`src/rtl/imm_ext_pkg.sv`:
```
// Shared definitions for the buffered immediate extender.
// Mode encodings and elaboration-time parameter checks.
package imm_ext_pkg;

  localparam logic [1:0] MODE_ZERO   = 2'b00;
  localparam logic [1:0] MODE_SIGN   = 2'b01;
  localparam logic [1:0] MODE_UPPER  = 2'b10;
  localparam logic [1:0] MODE_BRANCH = 2'b11;

  // Branch mode needs two spare bits above the sign-extended field.
  function automatic bit width_ok(
    input int imm_w,
    input int out_w
  );
    return out_w >= imm_w + 2;
  endfunction

  function automatic bit depth_ok(
    input int depth
  );
    return (depth >= 2) && ((depth & (depth - 1)) == 0);
  endfunction

endpackage

```
`src/rtl/imm_ext_core.sv`:
```
// Combinational immediate extender: zero, sign, upper and
// branch-offset (sign-extended, word-scaled) forms.
module imm_ext_core
  import imm_ext_pkg::*;
#(
  parameter int IMM_W = 16,
  parameter int OUT_W = 32
) (
  input  logic [IMM_W-1:0] i_imm,
  input  logic [1:0]       i_mode,
  output logic [OUT_W-1:0] o_ext
);

  localparam int PAD_W = OUT_W - IMM_W;

  logic [OUT_W-1:0] w_zero;
  logic [OUT_W-1:0] w_sign;
  logic [OUT_W-1:0] w_upper;
  logic [OUT_W-1:0] w_branch;

  assign w_zero   = {{PAD_W{1'b0}}, i_imm};
  assign w_sign   = {{PAD_W{i_imm[IMM_W-1]}}, i_imm};
  assign w_upper  = {i_imm, {PAD_W{1'b0}}};
  assign w_branch = {w_sign[OUT_W-3:0], 2'b00};

  always_comb begin
    o_ext = w_zero;
    unique case (1'b1)
      (i_mode == MODE_ZERO):   o_ext = w_zero;
      (i_mode == MODE_SIGN):   o_ext = w_sign;
      (i_mode == MODE_UPPER):  o_ext = w_upper;
      (i_mode == MODE_BRANCH): o_ext = w_branch;
      default:                 o_ext = w_zero;
    endcase
  end

endmodule

```
`src/rtl/imm_ext_pipe.sv`:
```
// Immediate extender feeding a DEPTH-entry output FIFO
// behind valid/ready handshakes on both sides.
module imm_ext_pipe
  import imm_ext_pkg::*;
#(
  parameter int IMM_W = 16,
  parameter int OUT_W = 32,
  parameter int DEPTH = 2
) (
  input  logic                   clk,
  input  logic                   rst,
  input  logic                   in_valid,
  output logic                   in_ready,
  input  logic [IMM_W-1:0]       imm,
  input  logic [1:0]             mode,
  output logic                   out_valid,
  input  logic                   out_ready,
  output logic [OUT_W-1:0]       out_data,
  output logic [$clog2(DEPTH):0] count
);

  localparam int PTR_W = $clog2(DEPTH);
  localparam int CNT_W = PTR_W + 1;

  generate
    if (!width_ok(IMM_W, OUT_W)) begin : g_bad_width
      $error("imm_ext_pipe: OUT_W must be >= IMM_W+2");
    end
    if (!depth_ok(DEPTH)) begin : g_bad_depth
      $error("imm_ext_pipe: DEPTH must be a power of two >= 2");
    end
  endgenerate

  logic [OUT_W-1:0] r_mem [DEPTH];
  logic [PTR_W-1:0] r_rd_ptr;
  logic [PTR_W-1:0] r_wr_ptr;
  logic [CNT_W-1:0] r_count;

  logic [OUT_W-1:0] w_ext;
  logic             w_push;
  logic             w_pop;
  logic             w_full;

  imm_ext_core #(
    .IMM_W (IMM_W),
    .OUT_W (OUT_W)
  ) u_core (
    .i_imm  (imm),
    .i_mode (mode),
    .o_ext  (w_ext)
  );

  // Full blocks input even if the head leaves this cycle.
  assign w_full    = (r_count == CNT_W'(DEPTH));
  assign in_ready  = !rst && !w_full;
  assign out_valid = (r_count != '0);
  assign w_push    = in_valid && in_ready;
  assign w_pop     = out_valid && out_ready;

  always_ff @(posedge clk) begin
    if (rst) begin
      r_rd_ptr <= '0;
      r_wr_ptr <= '0;
      r_count  <= '0;
      for (int i = 0; i < DEPTH; i++) begin
        r_mem[i] <= '0;
      end
    end else begin
      if (w_push) begin
        r_mem[r_wr_ptr] <= w_ext;
        r_wr_ptr        <= r_wr_ptr + PTR_W'(1);
      end
      if (w_pop) begin
        r_rd_ptr <= r_rd_ptr + PTR_W'(1);
      end
      unique case ({w_push, w_pop})
        2'b10:   r_count <= r_count + CNT_W'(1);
        2'b01:   r_count <= r_count - CNT_W'(1);
        default: r_count <= r_count;
      endcase
    end
  end

  // Storage is cleared on reset, so the head reads 0 until first write.
  assign out_data = r_mem[r_rd_ptr];
  assign count    = r_count;

endmodule
```
`config.mk`:
```
export PLATFORM = sky130hd
export DESIGN_NAME = imm_ext_pipe
export DESIGN_NICKNAME = d
export VERILOG_FILES = /design/src/rtl/imm_ext_pkg.sv /design/src/rtl/imm_ext_core.sv /design/src/rtl/imm_ext_pipe.sv
export SDC_FILE = /design/constraint.sdc
export NUM_CORES = 1
export LEC_CHECK = 0
export BUFFER_PORTS_ARGS = -buffer_cell sky130_fd_sc_hd__buf_4
export CAP_MARGIN = 20
export CORE_ASPECT_RATIO = 0.5
export CORE_MARGIN = 2
export CORE_UTILIZATION = 50
export CTS_CLUSTER_SIZE = 8
export DETAILED_ROUTE_END_ITERATION = 10
export PLACE_DENSITY = 0.77
export SYNTH_ARGS = -nofsm -noshare
export SYNTH_HDL_FRONTEND = slang
export SYNTH_SLANG_ARGS = --single-unit
```
`constraint.sdc`:
```
create_clock -name clk -period 3.28 [get_ports clk]
set_clock_uncertainty 0.2 [all_clocks]
set_input_delay 0.164 -clock clk [delete_from_list [all_inputs] [get_ports clk]]
set_output_delay 0.164 -clock clk [all_outputs]
set_load 0.05 [all_outputs]
```
---- Yosys cells after proc, flatten, opt, wreduce, memory -nomap -nowiden ----
Memory sizes are Yosys's and may differ from the RTL's. A register that Yosys moved wholly into a read port is not among the register bits.
Index checks and enable logic that the tools add are counted.
word-level totals
  output and inout bits ................... 36
  bits in registers ....................... 4
  memory bits (writable) .................. 64
  input bits .............................. 22
  logic and storage cells ................. 34
  memories ................................ 1
operators by class
  equality and inequality tests ........... 6
  mux-type cells .......................... 12
  add/sub/neg operators ................... 4
  reductions and logical operators ........ 8
memory list
  name   depth  bits a word  read ports  clocked after memory_dff  wr ports  line                RTL
  r_mem  2      32           1           1                         2         imm_ext_pipe.sv:34  logic [OUT_W-1:0] r_mem [DEPTH];
operators by type and width
  operator             count
  $pmux 32 s3          1
  $mux 32              1
  $reduce_or 32->1     1
  $mux 1               9
  $eq 2x2->1 const B   4
  $eq 2x1->1 const B   2
  $pmux 2 s2           1
  $reduce_bool 2->1    2
  $logic_and 1x1->1    3
  $add 1x1->1 const B  2
  $add 2x1->2 const B  1
  $logic_not 1->1      2
  $sub 2x1->2 const B  1

---- Longest topological paths before layout ----
  depth in word-level cells ............... 9
  mapped depth ............................ 7

---- Hierarchy ----
Synthesis repeated with hierarchy kept, for this count alone.
second synthesis, totals
  cells, all modules ...................... 280
  area total of the unflattened synthesis .. 3331.9 sq um
modules (own cells, without submodules)
  module        area each (sq um)  instances  cells each
  imm_ext_pipe  2985.4             1          237
  imm_ext_core  346.6              1          43

---- Worst setup path before layout ----
Ideal clock, no wire load.
  kind .................................... register to register
  start ................................... reg r_count[0] (netlist: count[0])
  end ..................................... mem r_mem[1][0] (enable)
  required time ........................... 2.691 ns
  library setup time ...................... 0.389 ns
  cell stages (with the launch flop) ...... 5
  path slack .............................. 0.437 ns
  data arrival time ....................... 2.253 ns
  path buffers ............................ 1
  cells stage by stage .................... dfxtp_1 -> nor2b_2 -> or4b_1 -> buf_6 -> or2b_1
RTL lines
  what                    line                RTL
  from (decl)             imm_ext_pipe.sv:37  logic [CNT_W-1:0] r_count;
  from (signal assigned)  imm_ext_pipe.sv:77  2'b10: r_count <= r_count + CNT_W'(1);
  from (signal assigned)  imm_ext_pipe.sv:78  2'b01: r_count <= r_count - CNT_W'(1);
  from (signal assigned)  imm_ext_pipe.sv:79  default: r_count <= r_count;
  to (decl)               imm_ext_pipe.sv:34

==> insert_results.sql <==
INSERT INTO impl_metrics (metric_group, metric, value, unit) VALUES
('logic_synthesis', 'synth-async-reset-ratio', '0', '%'),
('cells_and_area', 'num-fill-cells', '433', ''),
('logic_synthesis', 'synth.yosys.warnings', '0', ''),
('global_routing', 'grt_overflow_total', '0', ''),
('die', 'core-area', '0.006131', 'mm²'),
('timing', 'worst_slew_margin_relative_to_its_limit', '38.92', '%'),
('placement', 'hpwl', '4009', 'µm'),
('logic_synthesis', 'synthTopCellsByArea', 'edfxtp_1 60%, mux2_2 12%, nor2_1 7.0%, a21oi_1 4.5%, dfxtp_1 3.1%', ''),
('die', 'rows', '20', ''),
('logic_synthesis', 'postSynthCellCount', '256', ''),
('clocking', 'numCtsBuffers', '9', ''),
('global_routing', 'number_of_antenna_violations_at_the_first_check_in_global_routing', '0', ''),
('logic_synthesis', 'synth_cell_types', '30', ''),
('die', 'start_util', '52.33', '%'),
('critical_path', 'crit_arrival', '2.25', 'ns'),
('cells_and_area', 'areaGrowthSynthToFinish', '27.81', '%'),
('critical_path', 'timing.critical_path.required', '3.06', 'ns'),
('critical_path', 'worst-path-buf-inv', '4', ''),
('clocking', 'cts_tree', 'done', ''),
('timing', 'setup_viol', '0', ''),
('timing', 'timing_max_transition_violations_final', '0', ''),
('clocking', 'cts_htree_levels', '3', ''),
('cells_and_area', 'stdcell_area', '0.004100', 'mm²'),
('die', 'die_w', '117.3', 'µm'),
('clocking', 'cts_sinks', '69', ''),
('logic_synthesis', 'synth_top_area_share', '59.91', '%'),
('cells_and_area', 'drive_gt1_share', '36.09', '%'),
('timing', 'totalNegativeSetupSlack', '0', 'ns'),
('detailed_routing', 'drt-initial-drc-count', '114', ''),
('timing', 'worst_slew_pin_slew', '0.9144', 'ns'),
('logic_synthesis', 'synth.yosys.seq_area_share', '63.03', '%'),
('logic_synthesis', 'number_of_nets_produced_by_synthesis', '279', ''),
('detailed_routing', 'vias', '2176', ''),
('logic_synthesis', 'synthDominantAreaCellType', 'edfxtp_1', ''),
('placement', 'placed_cell_area', '0.003649', 'mm²'),
('critical_path', 'critPathCaptureType', 'register', ''),
('logic_synthesis', 'post_synth_instance_area', '0.003208', 'mm²'),
('placement', 'port_buffers', '57', ''),
('logic_synthesis', 'postSynthRegisterBits', '69', ''),
('detailed_routing', 'detail_route.first_pass.iterations', '4', ''),
('job', 'cap_violations', '0', ''),
('die', 'dieHeight', '60.64', 'µm'),
('global_routing', 'grt_pass1_vias', '2143', ''),
('critical_path', 'cp_max_fo', '33', ''),
('die', 'fp.dieArea', '0.007112', 'mm²'),
('detailed_routing', 'post_drt_wl_per_cell', '15.99', 'µm'),
('timing', 'max_freq', '404.0', 'MHz'),
('critical_path', 'critical_path.cell_chain', 'dlygate4sd3_1 > buf_4 > or4b_1 > buf_4 > or2b_1 > buf_4', ''),
('outcome', 'run_status', 'finished clean', ''),
('detailed_routing', 'detail_route.wirelength', '6637', 'µm'),
('critical_path', 'worstSetupStartpointType', 'input pin', ''),
('worst_hold_path', 'hold_path.class', 'input pin to register', ''),
('logic_synthesis', 'synthTopCellsByCount', '64 x edfxtp_1, 60 x nor2_1, 33 x mux2_2, 29 x a21oi_1, 15 x nor2b_1', ''),
('logic_synthesis', 'prevailing_post_synth_register_cell', 'edfxtp_1', ''),
('clocking', 'cts_buffer_depth', '2', ''),
('clocking', 'clock_tree.root_cell', 'clkbuf_16', ''),
('clocking', 'cts.reportedPaths.clkPinSlew', '0.05', 'ns'),
('timing', 'rsz_0062_raised_after_global_routing', 'false', ''),
('global_routing', 'grt.total_usage', '20.14', '%'),
('detailed_routing', 'detail-route-antenna-nets', '0', ''),
('global_routing', 'grt_max_degree', '35', ''),
('global_routing', 'grt_pass1_wl', '10380', 'µm'),
('critical_path', 'crit_family', 'buffers and inverters', ''),
('logic_synthesis', 'yosys.cell_count.top_type', 'edfxtp_1', ''),
('power', 'vdd.ir_drop.worst', '0.4880', 'mV'),
('timing', 'final_min_period_over_clock_period', '75.47', '%'),
('timing', 'hold_violations', '0', ''),
('logic_synthesis', 'synth_enable_flop_cells', '64', ''),
('critical_path', 'cp_class', 'input pin to register', ''),
('clocking', 'post_cts_resized', '0', ''),
('critical_path', 'timing.critical_path.slowest_stage_cell', 'dlygate4sd3_1', '');
registers in the layout, summed over array words and instances (netlist names), named ones only:
register,flops
count,2
r_mem,64
r_wr_ptr,1
r_rd_ptr,1
worst reg2reg max path: cells and delay by family (launching register included):
kind,cells,cell delay (ns)
buffers and inverters,2,0.65
AND/OR/NAND/NOR,3,0.76
flip-flops,1,0.45
path summary, 6_finish.rpt:
path                                      to  cells past startpoint  slack (ns)  startpoint
worst min-delay path            r_mem[1][15]                      3       0.007     imm[13]
worst max-delay path            r_mem[1][28]                      6        0.80         rst
worst max register to register  r_mem[1][28]                      5        0.84    count[0]
worst min register to register      r_wr_ptr                      2        0.30    r_wr_ptr
cell usage in the layout (no fill, tap or decap), types with 2 or more instances in the layout:
cell type      synthesis  routed
bufinv_16              0       3
nor2_2                 8       8
clkbuf_16              0       9
dlygate4sd3_1          0      12
xnor2_1                2       2
dfxtp_1                5       5
a21oi_1               29      29
o21ai_0                2       2
clkbuf_1               7       2
nor2_1                60      60
edfxtp_1              64      64
and2_1                 2       2
buf_4                  0      62
nor2b_1               15      15
mux2_2                33      33
nand2b_1               3       3
layout make-up:
| cell class | instances | area, µm² | share of cell area [%] |
|---|---|---|---|
| Clock buffer | 11 | 232.7 | 5.676 |
| Clock inverter | 5 | 98.84 | 2.411 |
| Inverter | 1 | 3.754 | 0.09155 |
| Multi-Input combinational cell | 167 | 1047 | 25.54 |
| Sequential cell | 69 | 2022 | 49.31 |
| Tap cell | 88 | 110.1 | 2.685 |
| Timing Repair Buffer | 74 | 585.6 | 14.28 |
metrics by stage:
stage / hold WS, ns / power (mW) / setup WS, ns / utilization, % / cells
after floorplan: 0.1964 / 1.909 / 0.4375 / - / 256
after global placement: 0.2006 / 2.167 / 0.9360 / 59.51 / 387
after detailed placement: 0.2101 / 2.186 / 0.8372 / 59.51 / 387
after CTS: 0.002321 / 3.273 / 0.7993 / 66.88 / 415
after global routing: 0.008864 / 3.365 / 0.7152 / 66.88 / 415
final: 0.007156 / 3.259 / 0.8045 / 66.88 / 415
report_power, final:
group	internal, mW	switching [mW]	total, mW
clock	0.738	0.339	1.08
combinational	0.369	0.719	1.09
sequential	1.06	0.0340	1.09
layer usage:
metal  share of wire (%)  track usage (%)  vias up
li1                    -                -     1030
met1                  45            24.67     1046
met2                  47            34.24       81
met3                 5.3            5.195       19
met4                 2.8            9.916        0
met5                   0                0        -
cells by family after synthesis:
logic type,count (synthesis),share of synthesized area (%)
AO/OA/AOI/OAI,34,5.500
XOR/XNOR,3,0.8192
adder cells (fa/ha/maj),1,0.3900
buffers and inverters,20,4.329
flip-flops,69,63.03
multiplexers,34,11.90
AND/OR/NAND/NOR,95,14.04
repair_timing:
| item | CTS | global route |
|---|---|---|
| endpoints found under the setup margin | 0 | 0 |
| hold buffers | 12 | 0 |
| hold endpoints to repair | 23 | 0 |
Note: power is estimated with default switching activity, not from simulation.
